### src/rtl/alu_sequencer_pkg.sv
// Shared definitions for the alu_sequencer control unit: state encoding,
// ALU opcode values, IR field positions and register-select decode helpers.
package alu_sequencer_pkg;

   typedef enum logic [3:0] {
      ST_IDLE = 4'd0,
      ST_T0   = 4'd1,
      ST_T1   = 4'd2,
      ST_T2   = 4'd3,
      ST_T3   = 4'd4,
      ST_T4   = 4'd5,
      ST_T5   = 4'd6,
      ST_T6   = 4'd7,
      ST_HALT = 4'd8
   } state_t;

   // Execute-phase shape of an instruction
   typedef enum logic [1:0] {
      CLS_BINARY     = 2'd0,
      CLS_UNARY      = 2'd1,
      CLS_TWO_RESULT = 2'd2,
      CLS_ILLEGAL    = 2'd3
   } op_class_t;

   localparam logic [4:0] OP_ADD  = 5'b00011;
   localparam logic [4:0] OP_SUB  = 5'b00100;
   localparam logic [4:0] OP_AND  = 5'b00101;
   localparam logic [4:0] OP_OR   = 5'b00110;
   localparam logic [4:0] OP_SHR  = 5'b00111;
   localparam logic [4:0] OP_SHRA = 5'b01000;
   localparam logic [4:0] OP_SHL  = 5'b01001;
   localparam logic [4:0] OP_ROR  = 5'b01010;
   localparam logic [4:0] OP_ROL  = 5'b01011;
   localparam logic [4:0] OP_MUL  = 5'b01110;
   localparam logic [4:0] OP_DIV  = 5'b01111;
   localparam logic [4:0] OP_NEG  = 5'b10000;
   localparam logic [4:0] OP_NOT  = 5'b10001;

   localparam int OPCODE_MSB = 31;
   localparam int OPCODE_LSB = 27;
   localparam int RA_MSB     = 26;
   localparam int RA_LSB     = 23;
   localparam int RB_MSB     = 22;
   localparam int RB_LSB     = 19;
   localparam int RC_MSB     = 18;
   localparam int RC_LSB     = 15;

   // 4-bit register index to one-hot R0..R15 select
   function automatic logic [15:0] onehot16(input logic [3:0] idx);
      onehot16 = 16'h0001 << idx;
   endfunction

   // Map an opcode to the execute sequence it needs
   function automatic op_class_t classify_op(input logic [4:0] op);
      case (op)
         OP_ADD, OP_SUB, OP_AND, OP_OR, OP_SHR,
         OP_SHRA, OP_SHL, OP_ROR, OP_ROL:         classify_op = CLS_BINARY;
         OP_NEG, OP_NOT:                          classify_op = CLS_UNARY;
         OP_MUL, OP_DIV:                          classify_op = CLS_TWO_RESULT;
         default:                                 classify_op = CLS_ILLEGAL;
      endcase
   endfunction

endpackage

### src/rtl/alu_sequencer_reg_select_decode.sv
// reg_select_decode: turns a register index plus enable into a one-hot
// R0..R15 select; zero when disabled so the bus never sees two drivers.
module reg_select_decode
   import alu_sequencer_pkg::*;
(
   input  logic [3:0]  index,
   input  logic        enable,
   output logic [15:0] select
);

   // One select line when enabled, none otherwise
   always_comb begin
      if (enable) begin
         select = onehot16(index);
      end else begin
         select = 16'h0000;
      end
   end

endmodule

### src/rtl/alu_sequencer.sv
// alu_sequencer: hardwired fetch/execute control for register-to-register
// ALU instructions. Strobes are decoded from the state register and ir only.
// Optional build macro SINGLE_STEP_EN adds a step input that gates each
// instruction start and forces a return to IDLE after every instruction.
module alu_sequencer
   import alu_sequencer_pkg::*;
(
   input  logic        clock,
   input  logic        clear,
   input  logic        run,
`ifdef SINGLE_STEP_EN
   input  logic        step,
`endif
   input  logic        mem_rdy,
   input  logic [31:0] ir,
   output logic [15:0] Rin,
   output logic [15:0] Rout,
   output logic        PCout,
   output logic        incPC,
   output logic        MARin,
   output logic        read,
   output logic        MDRin,
   output logic        MDRout,
   output logic        IRin,
   output logic        Yin,
   output logic        Zin,
   output logic        ZLowOut,
   output logic        ZHighOut,
   output logic        LOin,
   output logic        HIin,
   output logic [4:0]  opcode,
   output logic        done,
   output logic        illegal,
   output logic [3:0]  state
);

   state_t     state_r;
   logic       illegal_r;

   logic [4:0] op_s;
   logic [3:0] ra_s;
   logic [3:0] rb_s;
   logic [3:0] rc_s;
   op_class_t  op_class_s;
   logic       start_s;
   state_t     after_done_s;

   logic       rin_en_s;
   logic [3:0] rin_idx_s;
   logic       rout_en_s;
   logic [3:0] rout_idx_s;
   logic       unused_ir_s;

   assign op_s        = ir[OPCODE_MSB:OPCODE_LSB];
   assign ra_s        = ir[RA_MSB:RA_LSB];
   assign rb_s        = ir[RB_MSB:RB_LSB];
   assign rc_s        = ir[RC_MSB:RC_LSB];
   assign op_class_s  = classify_op(op_s);
   assign unused_ir_s = ^ir[RC_LSB-1:0];

`ifdef SINGLE_STEP_EN
   assign start_s      = run & step;
   assign after_done_s = ST_IDLE;
`else
   assign start_s      = run;
   assign after_done_s = run ? ST_T0 : ST_IDLE;
`endif

   // State sequencing and sticky illegal-opcode flag; clear dominates everything
   always_ff @(posedge clock) begin
      if (clear) begin
         state_r   <= ST_IDLE;
         illegal_r <= 1'b0;
      end else begin
         case (state_r)
            ST_IDLE: begin
               if (start_s) begin
                  state_r <= ST_T0;
               end else begin
                  state_r <= ST_IDLE;
               end
            end
            ST_T0: state_r <= ST_T1;
            ST_T1: begin
               if (mem_rdy) begin
                  state_r <= ST_T2;
               end else begin
                  state_r <= ST_T1;
               end
            end
            ST_T2: state_r <= ST_T3;
            ST_T3: begin
               if (op_class_s == CLS_ILLEGAL) begin
                  state_r   <= ST_HALT;
                  illegal_r <= 1'b1;
               end else begin
                  state_r <= ST_T4;
               end
            end
            ST_T4: state_r <= ST_T5;
            ST_T5: begin
               if (op_class_s == CLS_TWO_RESULT) begin
                  state_r <= ST_T6;
               end else begin
                  state_r <= after_done_s;
               end
            end
            ST_T6:   state_r <= after_done_s;
            ST_HALT: state_r <= ST_HALT;
            default: state_r <= ST_IDLE;
         endcase
      end
   end

   // Strobe decode from the current state and the instruction fields
   always_comb begin
      PCout      = 1'b0;
      incPC      = 1'b0;
      MARin      = 1'b0;
      read       = 1'b0;
      MDRin      = 1'b0;
      MDRout     = 1'b0;
      IRin       = 1'b0;
      Yin        = 1'b0;
      Zin        = 1'b0;
      ZLowOut    = 1'b0;
      ZHighOut   = 1'b0;
      LOin       = 1'b0;
      HIin       = 1'b0;
      opcode     = 5'd0;
      done       = 1'b0;
      rin_en_s   = 1'b0;
      rin_idx_s  = 4'd0;
      rout_en_s  = 1'b0;
      rout_idx_s = 4'd0;
      case (state_r)
         ST_T0: begin
            PCout = 1'b1;
            MARin = 1'b1;
            incPC = 1'b1;
         end
         ST_T1: begin
            read  = 1'b1;
            MDRin = 1'b1;
         end
         ST_T2: begin
            MDRout = 1'b1;
            IRin   = 1'b1;
         end
         ST_T3: begin
            case (op_class_s)
               CLS_BINARY: begin
                  rout_en_s  = 1'b1;
                  rout_idx_s = rb_s;
                  Yin        = 1'b1;
               end
               CLS_TWO_RESULT: begin
                  rout_en_s  = 1'b1;
                  rout_idx_s = ra_s;
                  Yin        = 1'b1;
               end
               default: begin
                  rout_en_s = 1'b0;
               end
            endcase
         end
         ST_T4: begin
            case (op_class_s)
               CLS_BINARY: begin
                  rout_en_s  = 1'b1;
                  rout_idx_s = rc_s;
                  opcode     = op_s;
                  Zin        = 1'b1;
               end
               CLS_UNARY, CLS_TWO_RESULT: begin
                  rout_en_s  = 1'b1;
                  rout_idx_s = rb_s;
                  opcode     = op_s;
                  Zin        = 1'b1;
               end
               default: begin
                  rout_en_s = 1'b0;
               end
            endcase
         end
         ST_T5: begin
            case (op_class_s)
               CLS_BINARY, CLS_UNARY: begin
                  ZLowOut   = 1'b1;
                  rin_en_s  = 1'b1;
                  rin_idx_s = ra_s;
                  done      = 1'b1;
               end
               CLS_TWO_RESULT: begin
                  ZLowOut = 1'b1;
                  LOin    = 1'b1;
               end
               default: begin
                  rin_en_s = 1'b0;
               end
            endcase
         end
         ST_T6: begin
            ZHighOut = 1'b1;
            HIin     = 1'b1;
            done     = 1'b1;
         end
         default: begin
            done = 1'b0;
         end
      endcase
   end

   reg_select_decode u_rin_decode (
      .index  (rin_idx_s),
      .enable (rin_en_s),
      .select (Rin)
   );

   reg_select_decode u_rout_decode (
      .index  (rout_idx_s),
      .enable (rout_en_s),
      .select (Rout)
   );

   assign illegal = illegal_r;
   assign state   = state_r;

endmodule

### config.mk
export PLATFORM = sky130hd
export DESIGN_NAME = alu_sequencer
export DESIGN_NICKNAME = d
export VERILOG_FILES = /design/src/rtl/alu_sequencer_pkg.sv /design/src/rtl/alu_sequencer_reg_select_decode.sv /design/src/rtl/alu_sequencer.sv
export SDC_FILE = /design/constraint.sdc
export NUM_CORES = 1
export LEC_CHECK = 0
export ABC_AREA = 1
export CAP_MARGIN = 0
export CORE_AREA = 4 4 71 57
export CTS_CLUSTER_SIZE = 30
export DETAILED_ROUTE_END_ITERATION = 16
export DIE_AREA = 0 0 75 61
export PLACE_DENSITY = 0.79
export SYNTH_ARGS = -nofsm -noshare
export SYNTH_HDL_FRONTEND = slang
export SYNTH_SLANG_ARGS = --single-unit
### constraint.sdc
create_clock -name clock -period 2.5 [get_ports clock]
set_input_delay 0.375 -clock clock [delete_from_list [all_inputs] [get_ports clock]]
set_output_delay 0.375 -clock clock [all_outputs]
set_load 0.02 [all_outputs]
==> results by group, run 1 <==
Run status
  – Outcome: finished, final reports clean

Logic synthesis
  – Post-synthesis instance area: 1010 um2
  – Dominant synthesized flop cell: dfxtp_1
  – Count leader, synth: nor2_1
  – Top cell type's share of synthesized area: 17.1%
  – Distinct cells, synth: 26
  – Area contributors post-synth: nor2_1 (17%), nand2_1 (12%), dfxtp_1 (9.9%)
  – Syn Nets: 220
  – Post-synth EDFFs: 0
  – Yosys warnings: 0
  – Synth Instances: 180
  – #FFs+latches synth: 5
  – Leading area contributor after synthesis: nor2_1
  – Share of the yosys chip area belonging to registers: 9.94%
  – Post-synthesis async set-or-reset flop share: 0%
  – Syn Area/Cell: 5.60 um2
  – Commonest cells in the netlist: nor2_1 (46), nand2_1 (31), inv_1 (24)

Timing
  – F_max: 411 MHz
  – Final setup fails: 0
  – Hold_ws: 443 ps
  – Endpoints failing hold: 0
  – Worst slew pin tran: 388 ps
  – Share of the clock period used by the worst path: 97.3%
  – Max-slew violations: 0
  – PnR worst setup slack: 67.3 ps
  – Worst clock skew: 1.16 ps
  – Fin crit period: 2430 ps
  – Final setup TNS: 0 ps
  – Worst rel slew slack: 73.9%

Routing
  – Initial DRC Count: 18
  – Residual DRC: 0
  – ANT nets after route: 0
  – First-pass DRT Iterations: 4
  – Mean number of vias per cell: 4.57
  – Post-DR wirelength/cell: 11.6 um
  – Final WL: 3700 um
  – Routed vias: 1452

CTS
  – CTS sink cnt: 5
  – # hold bufs at CTS: 0
  – CTS Buffer Depth: 2
  – Clock root buffer: clkbuf_8
  – Total CTS buffers: 3
  – CTS tree: built
  – Worst-skew pair later-pin latency: 220 ps
  – Htree depth: 1
  – Clock slew seen by the registers of the worst setup and hold paths: 30 ps

Placed design
  – DP HPWL: 2910 um
  – Post-DP Area: 1930 um2
  – IO buf count: 76
  – Routability Congestion: 0.819
  – Pre-CTS WS: -988 ps

GRT
  – Initial antenna violation count: 0
  – Vias in the first global route: 1407
  – Pin count of the biggest net entering global routing: 9
  – First-pass GRT wire length: 5770 um
  – Overflow after GRT: 0
  – Total GRT Usage: 15.7%

Run
  – Max cap viols: 0

Critical path
  – Setup CP Type: primary input to output pin
  – Critical path capture point type: output pin
  – Crit path cell chain: buf_4 > inv_2 > nand2_2 > nand2_2 > nand2_2 > o21ai_4 > inv_2 > ha_4 > inv_2 > o21ai_2 > nand4_1 > nand2_4 > nor2_4 > nand2_2 > nor2_2 > buf_4
  – Slowest-stage cell, CP: ha_4
  – CP dominant cell by count: nand2_2
  – Arrival @ worst endpoint: 2060 ps
  – Worst reg2reg setup slack: 1220 ps
  – Slowest stage delay, CP: 190 ps
  – CP Data Required Time: 2120 ps
  – Crit-path max FO: 7
  – Setup crit start kind: primary input

Floorplan
  – Ports: 92
  – Die X: 75 um
  – Die footprint: 4580 um2
  – Starting density of the core: 30.8%
  – Row count: 18
  – Core ar.: 3270 um2
  – Die height: 61 um

Worst hold path
  – Worst Hold Class: flop to flop

Cells and area
  – Final nets: 319
  – Final antenna diode count: 0
  – Layout area overhead: 106%
  – Layout cells sized above 1: 49.3%
  – Finished Cell Area: 2080 um2

Power and ir drop
  – Pwr Total: 473 uW
  – Power per cell area: 228 nW/um2
  – Leak: 0.938 nW
  – Max IR drop VDD: 0.244 mV
## power by group
| part | total (mW) | leakage [nW] | switching [mW] | internal (mW) |
|---|---|---|---|---|
| clock | 0.149 | 0.0228 | 0.0393 | 0.109 |
| sequential | 0.0910 | 0.0407 | 0.00593 | 0.0851 |
| combinational | 0.233 | 0.875 | 0.121 | 0.112 |
## worst max-delay path: cells and delay by family
family / cells / cell delay (ps)
AOI/OAI and AO/OA: 2 / 140
adders and majority gates: 1 / 190
buffers and inverters: 5 / 500
and+or+nand+nor: 8 / 820
## metal layers
metal | vias up | track usage (%) | wire, um
met2 | 58 | 28.2 | 1790
met4 | 0 | 2.28 | 35
met5 | - | 0 | 0
met1 | 635 | 19.7 | 1570
met3 | 4 | 3.15 | 304
li1 | 755 | - | -
## repair_timing
item,CTS,global route
setup endpoints to repair,42,34
pin swaps,14,25
buffers inserted,2,1
resized for setup,198,53
## registers in the layout, indices dropped and copies added, names as in the netlist
name     flops
state        4
illegal      1
## path summary, 6_finish.rpt
check	start	cells past startpoint	end
worst max register to register	state[3]	7	state[1]
worst min register to register	illegal	2	illegal
worst min-delay path	illegal	2	illegal
worst max-delay path	ir[29]	16	Rout[8]
## logic make-up after synthesis
| logic type | Yosys count | share of synthesized area [%] |
|---|---|---|
| AND/OR/NAND/NOR | 113 | 58.1 |
| adder cells (fa/ha/maj) | 4 | 4.97 |
| buffers and inverters | 38 | 16.3 |
| AO/OA/AOI/OAI | 20 | 10.7 |
| flip-flops | 5 | 9.94 |
## final cells by class
type | count | area (um2)
flip-flops and latches | 5 | 100
repair buffers | 99 | 810
inverters | 33 | 131
clock buffers | 4 | 45.0
multi-input cells | 137 | 942
fillers | 309 | 1190
well taps | 40 | 50.0
## through the flow
stage                     util, %  cells
final                        63.6    318
after global routing         63.6    318
after CTS                    59.7    317
after detailed placement     59.1    311
after global placement       59.1    311
after floorplan                 -    180
## cells in the final DEF, fill, tap and decap left out, types with 3 or more instances in the layout
master	instances
clkdlybuf4s50_1	30
buf_6	5
nand4_1	4
ha_4	3
o21ai_1	3
a21oi_1	4
inv_4	3
clkbuf_8	3
nand3_4	4
inv_1	16
nand3_2	4
nor2_4	8
clkbuf_2	3
nand2_2	14
o21ai_0	5
nor2_2	6
dlygate4sd2_1	4
buf_2	15
nand2_1	22
o21ai_2	4
nor2_1	37
nand2_4	5
dfxtp_1	5
buf_4	38
inv_2	14
Note: power is estimated with default switching activity, not from simulation.
==> run 2, diff against run 1 <==
--- a/config.mk
+++ b/config.mk
@@ -11,7 +11,9 @@
 export CTS_CLUSTER_SIZE = 30
 export DETAILED_ROUTE_END_ITERATION = 16
 export DIE_AREA = 0 0 75 61
+export GPL_ROUTABILITY_DRIVEN = 0
 export PLACE_DENSITY = 0.79
+export REMOVE_ABC_BUFFERS = 1
 export SYNTH_ARGS = -nofsm -noshare
 export SYNTH_HDL_FRONTEND = slang
 export SYNTH_SLANG_ARGS = --single-unit
==> run 2 against run 1 <==
Compared with the run above:
- register-to-register slack better by 30 ps
- hold slack better by 8.6 ps
- maximum frequency up 1.3%
- clock skew up 1.0 ps
- critical endpoint is now Rout[7]
- largest power group unchanged
==> results by group, run 2 (synthesis gave the netlist of run 1 again) <==
Run status
  – Outcome: finished, final reports clean

Power and ir drop
  – Combinational share of power: 49.0%
  – Leak: 0.946 nW
  – Clock Power Share: 32.1%
  – Power per cell area: 229 nW/um2
  – Flop pwr share: 18.9%
  – Max IR drop VDD: 0.258 mV
  – Int Pwr: 308 uW
  – Switch share: 35.9%
  – Net switching power: 172 uW

CTS
  – # hold bufs at CTS: 0
  – CTS Buffer Depth: 2
  – Clock slew seen by the registers of the worst setup and hold paths: 40 ps
  – Total CTS buffers: 3
  – CTS sink cnt: 5
  – Clock root buffer: clkbuf_8
  – Worst-skew pair later-pin latency: 230 ps
  – Htree depth: 1
  – CTS tree: built

Cells and area
  – Commonest non-fill, non-tap cell in the layout: buf_4
  – Finished Cell Area: 2090 um2
  – Final nets: 319
  – Final antenna diode count: 0
  – Layout cells sized above 1: 47.5%
  – Most frequent cells in the layout: buf_4 (36), nor2_1 (35), clkdlybuf4s50_1 (30)
  – Max reg flops: 4
  – Layout area overhead: 108%

Floorplan
  – Die X: 75 um
  – Starting density of the core: 30.8%
  – Die height: 61 um
  – Row count: 18
  – Ports: 92
  – Die footprint: 4580 um2
  – Core ar.: 3270 um2

Routing
  – Initial DRC Count: 30
  – First-pass DRT Iterations: 4
  – Final WL: 3780 um
  – Residual DRC: 0
  – Routed vias: 1454
  – Post-DR wirelength/cell: 11.9 um
  – ANT nets after route: 0
  – Mean number of vias per cell: 4.57

Critical path
  – Slowest stage delay, CP: 190 ps
  – Crit path cell chain: buf_4 > nand2_1 > nand2_2 > nand2_2 > nand2_2 > o21ai_4 > inv_2 > ha_4 > inv_2 > o21ai_2 > nand4_1 > nand2_4 > nand3_2 > nor2_2 > buf_6
  – Slowest-stage cell, CP: nand2_4
  – Setup crit start kind: primary input
  – Crit-path max FO: 7
  – Arrival @ worst endpoint: 2030 ps
  – CP dominant cell by count: nand2_2
  – Setup CP Type: primary input to output pin
  – CP Data Required Time: 2120 ps
  – Critical path capture point type: output pin

Placed design
  – IO buf count: 76
  – Post-DP Area: 1930 um2
  – DP HPWL: 2920 um

GRT
  – Initial antenna violation count: 0
  – First-pass GRT wire length: 6020 um
  – Vias in the first global route: 1405
  – Pin count of the biggest net entering global routing: 9
  – Overflow after GRT: 0
  – Total GRT Usage: 16.6%

Run
  – Max cap viols: 0

Timing
  – F_max: 417 MHz
  – Endpoints failing hold: 0
  – Final setup TNS: 0 ps
  – Final setup fails: 0
  – Worst rel slew slack: 75.7%
  – Share of the clock period used by the worst path: 96.0%
  – Max-slew violations: 0
  – Worst slew pin tran: 362 ps
  – Fin crit period: 2400 ps
  – Worst clock skew: 2.20 ps

Worst hold path
  – Worst Hold Class: flop to flop
## run 2: changes by cell type in the layout (fill, tap and decap cells not counted), sizes merged
cell,delta
buf,-1
dlygate4sd2,+1
## run 2: cell type report
cell class	instances	area (um2)
flip-flops and latches	5	100
fillers	297	1170
inverters	33	131
repair buffers	99	826
multi-input cells	137	942
well taps	40	50.0
clock buffers	4	45.0
## run 2: power groups by stage
stage / Clock, mW / Sequential [mW] / Combinational (mW)
5_1_grt: 0.160 / 0.0913 / 0.255
3_5_place_dp: 0 / 0.0920 / 0.205
4_1_cts: 0.154 / 0.0908 / 0.228
2_1_floorplan: 0 / 0.0972 / 0.0921
3_3_place_gp: 0 / 0.0919 / 0.201
6_report: 0.154 / 0.0908 / 0.235
## run 2: what timing repair did
action / in CTS / in global routing
setup buffers: 2 / 1
resized for setup: 200 / 51
pin swaps: 19 / 15
setup endpoints to repair: 42 / 38
cloned: 0 / 0
## run 2: final timing paths
kind	slack, ps	to	from	cells past startpoint
worst max-delay path	100	Rout[7]	ir[28]	15
worst min-delay path	450	illegal	illegal	2
worst max register to register	1250	state[1]	state[3]	7
worst min register to register	450	illegal	illegal	2
## run 2: critical path, delay by kind of cell
family	cells	cell delay, ps
buf+inv	4	380
simple gates	8	900
fa+ha+maj	1	170
compound gates	2	180
## run 2: per-layer routing
layer / vias up / GRT usage [%] / share of wire [%]
met4: 0 / 4.82 / 0.50
li1: 757 / - / -
met5: - / 0 / 0
met1: 640 / 19.6 / 40
met2: 55 / 27.9 / 48
met3: 2 / 6.79 / 11
## run 2: through the flow
stage | instances | total power [mW] | hold slack, ps | setup WS (ps) | util [%]
finish | 318 | 0.480 | 452 | 99.6 | 64.1
CTS | 317 | 0.473 | 457 | 6.68 | 60.3
detailed placement | 311 | 0.297 | 452 | -973 | 59.1
floorplan | 175 | 0.189 | 444 | 138 | -
global route | 318 | 0.506 | 497 | -31.7 | 64.1
global placement | 311 | 0.293 | 438 | -870 | 59.1
